### src/rtl/exc_sequencer.sv
// exc_sequencer: MIPS-style exception/ERET commit sequencer driving CP0 writes and pipeline redirect.
// Define CP0_INT_SYNC_EN to pass hw_int through a two-flop synchronizer before use.
module exc_sequencer (
  input  logic        clk,
  input  logic        rst,
  input  logic        exc_valid,
  input  logic [6:0]  exc_flags,
  input  logic [31:0] exc_pc,
  input  logic [31:0] exc_badaddr,
  input  logic        exc_in_ds,
  input  logic        eret,
  input  logic [5:0]  hw_int,
  input  logic [31:0] cp0_status,
  input  logic [31:0] cp0_cause,
  input  logic [31:0] cp0_epc,
  output logic [31:0] cp0_we,
  output logic [31:0] cp0_epc_o,
  output logic [31:0] cp0_badvaddr_o,
  output logic [4:0]  cp0_exccode,
  output logic        cp0_bd,
  output logic        cp0_exl,
  output logic        stall,
  output logic        flush,
  output logic        redirect_valid,
  output logic [31:0] redirect_pc
);
  typedef enum logic [2:0] {IDLE, EXC_COMMIT, ERET_COMMIT, REDIRECT, DRAIN} state_t;
  state_t      state_q, state_d;
  logic [31:0] we_q, we_d, epc_o_q, epc_o_d, badv_q, badv_d, rpc_q, rpc_d;
  logic [4:0]  code_q, code_d, code;
  logic        bd_q, bd_d, exl_q, exl_d, stall_q, stall_d, flush_q, flush_d, rv_q, rv_d;
  logic [5:0]  hw_int_eff;
  logic        int_pend, take_exc, take_eret, addr_err;
  logic        unused_bits;
`ifdef CP0_INT_SYNC_EN
  logic [5:0] sync1_q, sync2_q;
  always_ff @(posedge clk or negedge rst)
    if (!rst) begin
      sync1_q <= '0;
      sync2_q <= '0;
    end else begin
      sync1_q <= hw_int;
      sync2_q <= sync1_q;
    end
  assign hw_int_eff = sync2_q;
`else
  assign hw_int_eff = hw_int;
`endif
  assign unused_bits = ^{cp0_status[31:16], cp0_status[7:2], cp0_cause[31:10], cp0_cause[7:0]};
  assign int_pend  = cp0_status[0] & ~cp0_status[1] & |(cp0_status[15:8] & {hw_int_eff, cp0_cause[9:8]});
  assign take_exc  = exc_valid & (|exc_flags | int_pend);
  assign take_eret = exc_valid & eret & ~take_exc;
  assign code = int_pend     ? 5'h00 :
                exc_flags[0] ? 5'h04 :
                exc_flags[1] ? 5'h0A :
                exc_flags[2] ? 5'h0C :
                exc_flags[3] ? 5'h08 :
                exc_flags[4] ? 5'h09 :
                exc_flags[5] ? 5'h04 : 5'h05;
  // Address errors only count when they are the winning cause.
  assign addr_err = ~int_pend & (exc_flags[0] | (~|exc_flags[4:1] & |exc_flags[6:5]));
  always_comb begin
    state_d = state_q;
    we_d    = '0;
    epc_o_d = '0;
    badv_d  = '0;
    rpc_d   = '0;
    code_d  = '0;
    bd_d    = 1'b0;
    exl_d   = 1'b0;
    stall_d = 1'b0;
    flush_d = 1'b0;
    rv_d    = 1'b0;
    case (state_q)
      IDLE:
        if (take_exc) begin
          state_d    = EXC_COMMIT;
          we_d[13]   = 1'b1;
          we_d[12]   = 1'b1;
          we_d[14]   = ~cp0_status[1];
          we_d[8]    = addr_err;
          epc_o_d    = exc_in_ds ? exc_pc - 32'd4 : exc_pc;
          badv_d     = addr_err ? (exc_flags[0] ? exc_pc : exc_badaddr) : '0;
          code_d     = code;
          bd_d       = exc_in_ds & ~cp0_status[1];
          exl_d      = 1'b1;
          stall_d    = 1'b1;
        end else if (take_eret) begin
          state_d    = ERET_COMMIT;
          we_d[12]   = 1'b1;
          stall_d    = 1'b1;
        end
      EXC_COMMIT, ERET_COMMIT: begin
        state_d = REDIRECT;
        rpc_d   = state_q == EXC_COMMIT ? 32'hBFC0_0380 : cp0_epc;
        flush_d = 1'b1;
        rv_d    = 1'b1;
        stall_d = 1'b1;
      end
      REDIRECT: state_d = DRAIN;
      default:  state_d = IDLE;
    endcase
  end
  always_ff @(posedge clk or negedge rst)
    if (!rst) begin
      state_q <= IDLE;
      we_q    <= '0;
      epc_o_q <= '0;
      badv_q  <= '0;
      rpc_q   <= '0;
      code_q  <= '0;
      bd_q    <= 1'b0;
      exl_q   <= 1'b0;
      stall_q <= 1'b0;
      flush_q <= 1'b0;
      rv_q    <= 1'b0;
    end else begin
      state_q <= state_d;
      we_q    <= we_d;
      epc_o_q <= epc_o_d;
      badv_q  <= badv_d;
      rpc_q   <= rpc_d;
      code_q  <= code_d;
      bd_q    <= bd_d;
      exl_q   <= exl_d;
      stall_q <= stall_d;
      flush_q <= flush_d;
      rv_q    <= rv_d;
    end
  assign cp0_we         = we_q;
  assign cp0_epc_o      = epc_o_q;
  assign cp0_badvaddr_o = badv_q;
  assign cp0_exccode    = code_q;
  assign cp0_bd         = bd_q;
  assign cp0_exl        = exl_q;
  assign stall          = stall_q;
  assign flush          = flush_q;
  assign redirect_valid = rv_q;
  assign redirect_pc    = rpc_q;
endmodule

### config.mk
export PLATFORM = sky130hd
export DESIGN_NAME = exc_sequencer
export DESIGN_NICKNAME = d
export VERILOG_FILES = /design/src/rtl/exc_sequencer.sv
export SDC_FILE = /design/constraint.sdc
export NUM_CORES = 1
export LEC_CHECK = 0
export BUFFER_PORTS_ARGS = -buffer_cell sky130_fd_sc_hd__buf_2
export CAP_MARGIN = 15
export CORE_AREA = 2 2 121 123
export CTS_CLUSTER_DIAMETER = 150
export DETAILED_ROUTE_END_ITERATION = 7
export DIE_AREA = 0 0 123 125
export PLACE_DENSITY = 0.74
export SETUP_SLACK_MARGIN = 0.15
export SLEW_MARGIN = 10
export SYNTH_ARGS = -nofsm -noshare
export SYNTH_HDL_FRONTEND = slang
export SYNTH_SLANG_ARGS = --single-unit
### constraint.sdc
create_clock -name clk -period 2.25 [get_ports clk]
set_clock_uncertainty 0.05 [all_clocks]
set_input_delay 0.3375 -clock clk [delete_from_list [all_inputs] [get_ports clk]]
set_output_delay 0.3375 -clock clk [all_outputs]
set_load 0.03 [all_outputs]
==> results of run 1 <==
[cells in the final DEF (no fill, tap or decap), types with 3 or more instances in the layout]
master                      synthesis  final
sky130_fd_sc_hd__buf_2              7    233
sky130_fd_sc_hd__dfrtp_1          110    110
sky130_fd_sc_hd__nor2_1            74     74
sky130_fd_sc_hd__mux2i_1           32     32
sky130_fd_sc_hd__conb_1             1     29
sky130_fd_sc_hd__and2_1            21     21
sky130_fd_sc_hd__nand2_1           18     18
sky130_fd_sc_hd__xnor2_1           18     18
sky130_fd_sc_hd__a21oi_1           18     18
sky130_fd_sc_hd__nor4_2            10     10
sky130_fd_sc_hd__nor3_1            10     10
sky130_fd_sc_hd__xor2_1            10     10
sky130_fd_sc_hd__clkbuf_16          0      9
sky130_fd_sc_hd__buf_4             32      8
sky130_fd_sc_hd__inv_1              7      7
sky130_fd_sc_hd__nand2b_1           6      6
sky130_fd_sc_hd__a22oi_1            4      4
sky130_fd_sc_hd__or3_1              4      4
sky130_fd_sc_hd__nand3_1            4      4
sky130_fd_sc_hd__or2_2              3      3
sky130_fd_sc_hd__nor2b_1            3      3
[final cells by class]
class	instances	area, um2
sequential	110	2750
fill	1398	7800
timing repair buffer	242	1250
clock inverter	5	43.8
clock buffer	11	243
tap	184	230
inverter	7	26.3
multi-input combinational	294	1860
[power by group through the flow]
| stage | Combinational, uW | Sequential, uW | Clock [uW] |
|---|---|---|---|
| finish | 2270 | 2500 | 1510 |
| global route | 2450 | 2550 | 1650 |
| CTS | 2290 | 2510 | 1580 |
| detailed placement | 2290 | 2540 | 0 |
| global placement | 2270 | 2530 | 0 |
| floorplan | 794 | 3310 | 0 |
[state kept, by name, indices dropped and copies added, names as in the netlist]
register        cells
state_q             3
cp0_badvaddr_o     32
redirect_pc        32
stall               1
redirect_valid      1
cp0_we              4
cp0_epc_o          32
cp0_exccode         4
cp0_bd              1
[final timing paths]
check / depth (start not counted) / slack, ns / startpoint / endpoint
setup / recovery: 5 / 0.44 / state_q[0] / cp0_badvaddr_o[22]
hold / removal: 2 / -0.002 / rst / redirect_pc[19]
setup reg to reg: 5 / 0.44 / state_q[0] / cp0_badvaddr_o[22]
hold reg to reg: 1 / 0.60 / state_q[1] / state_q[2]
max in group asynchronous: 2 / 1.67 / rst / cp0_badvaddr_o[23]
min in group clk: 2 / 0.12 / cp0_status[1] / cp0_we[14]
[critical path: cells and delay by family (launching register included)]
family	cells	cell delay [ns]
buffers and inverters	1	0.22
and+or+nand+nor	4	0.99
DFF	1	0.45
[per-stage QoR]
stage	power, uW	worst slack [ns]	cells	hold WS [ns]	cell area, um2
final	6280	0.441	853	-0.00163	6400
after global routing	6660	0.261	853	0.0639	6400
after CTS	6380	0.422	853	0.0385	6400
after detailed placement	4840	0.218	837	0.415	6120
after global placement	4790	0.250	837	0.417	6120
after floorplan	4110	0.605	461	-0.00809	4960
[metal layers]
layer	vias up	GRT usage (%)	part of all wire, %
li1	1819	-	-
met4	0	6.62	2.2
met2	193	28.0	49
met3	17	4.65	9.1
met5	-	0	0
met1	1760	18.6	40
[kinds of logic after synthesis]
kind of cell	Yosys count	share of synthesized area, %
and+or+nand+nor	176	20.6
DFF	110	56.7
buffers and inverters	57	7.22
muxes	33	6.83
xor gates and xnor gates	28	5.05
AOI/OAI and AO/OA	27	3.22
adders and majority gates	1	0.258
other	1	0.0772
==> impl_summary.txt, run 1 <==
----------------------------------------------------
[Yosys]
  Top cell type's share of synthesized area ... a little under three fifths
  Cells taking the most area after synthesis ... sky130_fd_sc_hd__dfrtp_1 (57%), sky130_fd_sc_hd__mux2i_1 (6.6%), sky130_fd_sc_hd__nor2_1 (5.7%), sky130_fd_sc_hd__buf_4 (4.9%), sky130_fd_sc_hd__xnor2_1 (3.2%)
  Most repeated cell in the gate-level netlist after synthesis ... sky130_fd_sc_hd__dfrtp_1
  Synthesis-stage register bit count ... between 100 and 150
  Largest area contributor in the netlist ... sky130_fd_sc_hd__dfrtp_1
  Most used flip-flop cell after synthesis ... sky130_fd_sc_hd__dfrtp_1
  Cell count after synthesis ... between 400 and 500
  Sequential element share of the synthesized area ... a little under three fifths
  Total of warnings raised by yosys ... 0
  Post-synth cell types ... 48
  Mapped Avg Cell Area ... approximately 11 um2
  Combined area of all synthesized cells ... around 0.0049 mm2
  Count of flip-flops with a built-in enable after synthesis ... 0
  Most frequent cells after synthesis ... sky130_fd_sc_hd__dfrtp_1 (110), sky130_fd_sc_hd__nor2_1 (74), sky130_fd_sc_hd__buf_4 (32), sky130_fd_sc_hd__mux2i_1 (32), sky130_fd_sc_hd__and2_1 (21)
  Asr flop ratio synth ... between 90% and 100%

[Floorplan]
  Number of rows created at floorplan ... between 40 and 50
  IO Pins ... 316
  Width of the die ... around 120 um
  Starting Density ... between 30% and 40%
  Die area ... 0.0154 mm2
  DIE HEIGHT ... between 100 and 150 um
  Core Area ... about 0.014 mm2

[STA]
  Number of hold violations in the final report ... 1
  Setup repair after global routing missed its margin ... no
  Final min period ... 1.81 ns
  Setup Viol. Count Final ... 0
  Ratio of final minimum period to clock period ... 80.4%
  Setup TNS ... 0 ns
  Max-slew violations ... 0
  F_max ... 553 MHz
  Relative max-transition margin ... 50.4%
  Final Hold Slack ... -0.00163 ns
  Actual transition at the worst max-transition pin ... roughly 0.74 ns

[Worst setup path]
  Largest fanout on the critical path ... 19
  Critical path cell sequence ... nor2_1, nand3b_1, or3_1, buf_4, nor2_1
  Required time of the worst setup path ... 2.47 ns
  Slowest cell on the critical path ... sky130_fd_sc_hd__dfrtp_1
  Top cell by count, worst path ... sky130_fd_sc_hd__nor2_1
  Critical Path AT ... just over 2 ns
  Setup crit end kind ... flop
  Category of the most critical setup path ... flop to flop
  Worst path max stage delay ... 0.45 ns
  Kind of launch point of the worst setup path ... flop

[Power and ir drop]
  Psw ... between 2000 and 2500 uW
  Power Dens Cells ... 981 mW/mm2
  Cell internal pwr ... 3840 uW
  Proportion of power drawn by combinational gates ... a little over a third
  Clock network fraction of total power ... between 20% and 30%
  IR drop worst, VDD ... 0.000335 V
  LEAKAGE ... around 0.0035 uW
  Proportion of power drawn by flip-flops and latches ... between 30% and 40%
  Net switching fraction of the power ... between 30 and 40%

[Clocking]
  Maximum level of the CTS H-tree ... 3
  Number of clock buffers inserted by TritonCTS ... 9
  Clock sinks ... 110
  CTS root buffer ... sky130_fd_sc_hd__clkbuf_16
  Clock-pin slew on the worst setup and hold paths ... 0.07 ns
  Clock insertion delay at the later pin of the skew report ... roughly 0.34 ns
  Buffer levels on the longest clock path ... 2
  TritonCTS clock tree ... done
  # Post-CTS Setup Buffers ... 0
  Number of gates given a new drive strength after cts ... 0
  Hold buffers post-CTS ... 0

[Routing]
  Vias ... 3,789
  Avg WL per Cell ... around 15 um
  Total detailed-routing wirelength ... about 12,000 um
  Via density per instance ... between 4 and 5
  Initial DRC Count ... 137
  Detailed-router iteration count before antenna repair ... 4
  Post-route DRC ... 0
  Number of nets with antenna violations after detailed routing ... 0

[Cells and area]
  Diode insertion count for antenna repair ... 0
  Layout cells sized above 1 ... 42.2%
  Layout overhead on the synthesized area ... 31.9%
  Post-route core utilization ... a little under half
  Net total in the final layout ... 843

[GRT]
  Number of antenna violations at the first check in global routing ... 0
  Wire length of the first global-routing pass ... around 19,000 um
  Via count of the first global-routing pass ... about 3.8k
  Total global-route track usage ... ~16%
  Pin count of the biggest net entering global routing ... 111
  Total congestion overflow ... 0

[Job]
  Number of maximum-capacitance violations ... 0

[Worst hold path]
  Worst min-delay path class ... primary input to asynchronous set/reset pin

[Status]
  Violated checks ... hold timing
  Result of the run ... finished with violations

[Place]
  Number of port buffers ... approximately 230
  Detailed Place HPWL ... 9440 um
  Routability Congestion ... 0.775

----------------------------------------------------
No activity file was read; power rests on OpenSTA's default activity.
==> run 2, diff against run 1 <==
==> constraint.sdc (replaced) <==
create_clock -name clk -period 1.8 [get_ports clk]
set_clock_uncertainty 0.05 [all_clocks]
set_input_delay 0.27 -clock clk [delete_from_list [all_inputs] [get_ports clk]]
set_output_delay 0.27 -clock clk [all_outputs]
set_load 0.03 [all_outputs]
==> run 2 against run 1 <==
The flow now finishes without violations; first-iteration DRC count grew 8.8%; highest routed layer unchanged; flip-flop and latch count unchanged; combinational power up 31%; largest power group unchanged.
==> impl_summary.txt, run 2 (synthesized netlist as in run 1, its figures left out) <==
----------------------------------------------------
[Clocking]
  Clock insertion delay at the later pin of the skew report ... 0.34 ns (about the same)
  Maximum level of the CTS H-tree ... 3 (unchanged)
  Number of clock buffers inserted by TritonCTS ... 9 (unchanged)
  CTS root buffer ... sky130_fd_sc_hd__clkbuf_16 (unchanged)
  Clock sinks ... 110 (unchanged)
  Clock-pin slew on the worst setup and hold paths ... 0.07 ns (about the same)
  TritonCTS clock tree ... done (unchanged)
  Buffer levels on the longest clock path ... 2 (unchanged)
  # Post-CTS Setup Buffers ... 0 (unchanged)

[Power and ir drop]
  Cell internal pwr ... 4980 uW (was 3840 uW)
  Power Dens Cells ... 1220 mW/mm2 (was 981 mW/mm2)
  Proportion of power drawn by combinational gates ... 37.1% (was 36.1%)
  Total power after layout ... 8030 uW (was 6280 uW)
  Psw ... 3050 uW (was 2440 uW)
  Net switching fraction of the power ... 37.9% (was 38.9%)
  LEAKAGE ... 0.00358 uW (was 0.00349 uW)
  Clock network fraction of total power ... 24.3% (was 24.1%)
  IR drop worst, VDD ... 0.000454 V (was 0.000335 V)
  Proportion of power drawn by flip-flops and latches ... 38.6% (was 39.8%)

[Worst setup path]
  Largest fanout on the critical path ... 19 (unchanged)
  Cell class contributing the biggest share of worst-path delay ... simple AND/OR/NAND/NOR gates (unchanged)
  Setup crit end kind ... flop (unchanged)
  Critical path cell sequence ... nor2_2, nand3b_1, or3_4, buf_6, nor2_1 (was nor2_1, nand3b_1, or3_1, buf_4, nor2_1)
  Worst path max stage delay ... 0.40 ns (was 0.45 ns)
  Category of the most critical setup path ... flop to flop (unchanged)
  Kind of launch point of the worst setup path ... flop (unchanged)
  Buffers plus inverters on the worst setup path ... 1 (unchanged)
  Critical Path AT ... 1.76 ns (was 2.03 ns)
  Required time of the worst setup path ... 2.02 ns (was 2.47 ns)
  Slowest cell on the critical path ... sky130_fd_sc_hd__dfrtp_1 (unchanged)

[Routing]
  Detailed-router iteration count before antenna repair ... 4 (unchanged)
  Avg WL per Cell ... 14.1 um (was 14.6 um)
  Post-route DRC ... 0 (unchanged)
  Initial DRC Count ... 149 (was 137)
  Via density per instance ... 4.41 (was 4.44)
  Total detailed-routing wirelength ... 12,200 um (was 12,400 um)
  Vias ... 3,830 (was 3,789)
  Number of nets with antenna violations after detailed routing ... 0 (unchanged)

[Place]
  Number of port buffers ... 234 (unchanged)
  Routability Congestion ... 0.763 (was 0.775)
  Number of instances in the placed design ... 852 (was 837)
  Detailed Place HPWL ... 9500 um (was 9440 um)

[Status]
  Result of the run ... completed (was finished with violations)

[STA]
  Setup repair after global routing missed its margin ... yes (was no)
  F_max ... 648 MHz (was 553 MHz)
  Max-slew violations ... 0 (unchanged)
  Final Hold Slack ... 0.0563 ns (was -0.00163 ns)
  Ratio of final minimum period to clock period ... 85.8% (was 80.4%)
  Final min period ... 1.54 ns (was 1.81 ns)
  Setup Viol. Count Final ... 0 (unchanged)
  Number of hold violations in the final report ... 0 (was 1)
  Setup TNS ... 0 ns (unchanged)

[Cells and area]
  Layout overhead on the synthesized area ... 35.5% (was 31.9%)
  Commonest non-fill, non-tap cell in the layout ... sky130_fd_sc_hd__buf_2 (unchanged)
  Final non-filler cell total ... 868 (was 853)
  Post-route core utilization ... 46.3% (was 45.1%)
  Most frequent cells in the layout ... sky130_fd_sc_hd__buf_2 (233), sky130_fd_sc_hd__dfrtp_1 (110), sky130_fd_sc_hd__nor2_1 (71) (was sky130_fd_sc_hd__buf_2 (233), sky130_fd_sc_hd__dfrtp_1 (110), sky130_fd_sc_hd__nor2_1 (74))
  Layout cells sized above 1 ... 44.0% (was 42.2%)
  Diode insertion count for antenna repair ... 0 (unchanged)
  Net total in the final layout ... 859 (was 843)

[GRT]
  Total global-route track usage ... 16.3% (was 16.2%)
  Via count of the first global-routing pass ... 3,822 (was 3,790)
  Pin count of the biggest net entering global routing ... 49 (was 111)
  Total congestion overflow ... 0 (unchanged)
  Number of antenna violations at the first check in global routing ... 0 (unchanged)
  Wire length of the first global-routing pass ... 19,300 um (was 19,200 um)

[Floorplan]
  Die area ... 0.0154 mm2 (unchanged)
  IO Pins ... 316 (unchanged)
  Number of rows created at floorplan ... 44 (unchanged)
  Core Area ... 0.0142 mm2 (unchanged)
  Starting Density ... 34.2% (unchanged)
  DIE HEIGHT ... 125 um (unchanged)
  Width of the die ... 123 um (unchanged)

[Job]
  Number of maximum-capacitance violations ... 0 (unchanged)

[Worst hold path]
  Worst min-delay path class ... primary input to flop (was primary input to asynchronous set/reset pin)

----------------------------------------------------
[run 2: power by group through the flow]
stage                     clock (uW)  sequential (uW)  combinational (uW)
after floorplan                    0             4140                 993
after global placement             0             3130                2960
after detailed placement           0             3150                3000
after CTS                       2020             3100                3010
after global routing            2120             3160                3240
final                           1950             3100                2980
[run 2: cell type report]
cell class | instances | area, um2
clock buffers | 10 | 229
clock inverters | 5 | 58.8
fillers | 1339 | 7630
inverters | 7 | 26.3
multi-input cells | 294 | 1880
flip-flops and latches | 110 | 2750
well taps | 184 | 230
repair buffers | 258 | 1400
[run 2: worst paths after layout]
path | start | to | slack [ns] | cells past startpoint
setup / recovery | state_q[1] | cp0_badvaddr_o[16] | 0.26 | 5
hold / removal | cp0_status[1] | cp0_we[14] | 0.06 | 2
setup reg to reg | state_q[1] | cp0_badvaddr_o[16] | 0.26 | 5
hold reg to reg | state_q[0] | state_q[1] | 0.54 | 2
max in group asynchronous | rst | cp0_epc_o[27] | 0.85 | 3
min in group asynchronous | rst | redirect_pc[4] | 0.30 | 2
[run 2: stage by stage]
stage	setup WS, ns	area (um2)
2_1_floorplan	0.207	4960
3_3_place_gp	0.00294	6250
3_5_place_dp	-0.0273	6250
4_1_cts	0.179	6570
5_1_grt	0.137	6580
6_report	0.256	6580
[run 2: worst register-to-register path: cells and delay by family (launching register included)]
kind / cells / cell delay [ns]
AND/OR/NAND/NOR: 4 / 0.85
buffers and inverters: 1 / 0.18
flip-flops: 1 / 0.40
[run 2: layer usage]
layer	GRT usage (%)	wire [um]
met1	20.0	5080
met2	27.1	5840
met3	4.24	1050
met4	6.75	268
met5	0	0
[run 2: timing repair]
item                                    CTS  global route
endpoints found under the setup margin   11            36
gates resized for setup                   5             2
hold buffers                              1             0
pin swaps                                 1             2
hold endpoints to repair                 19             0
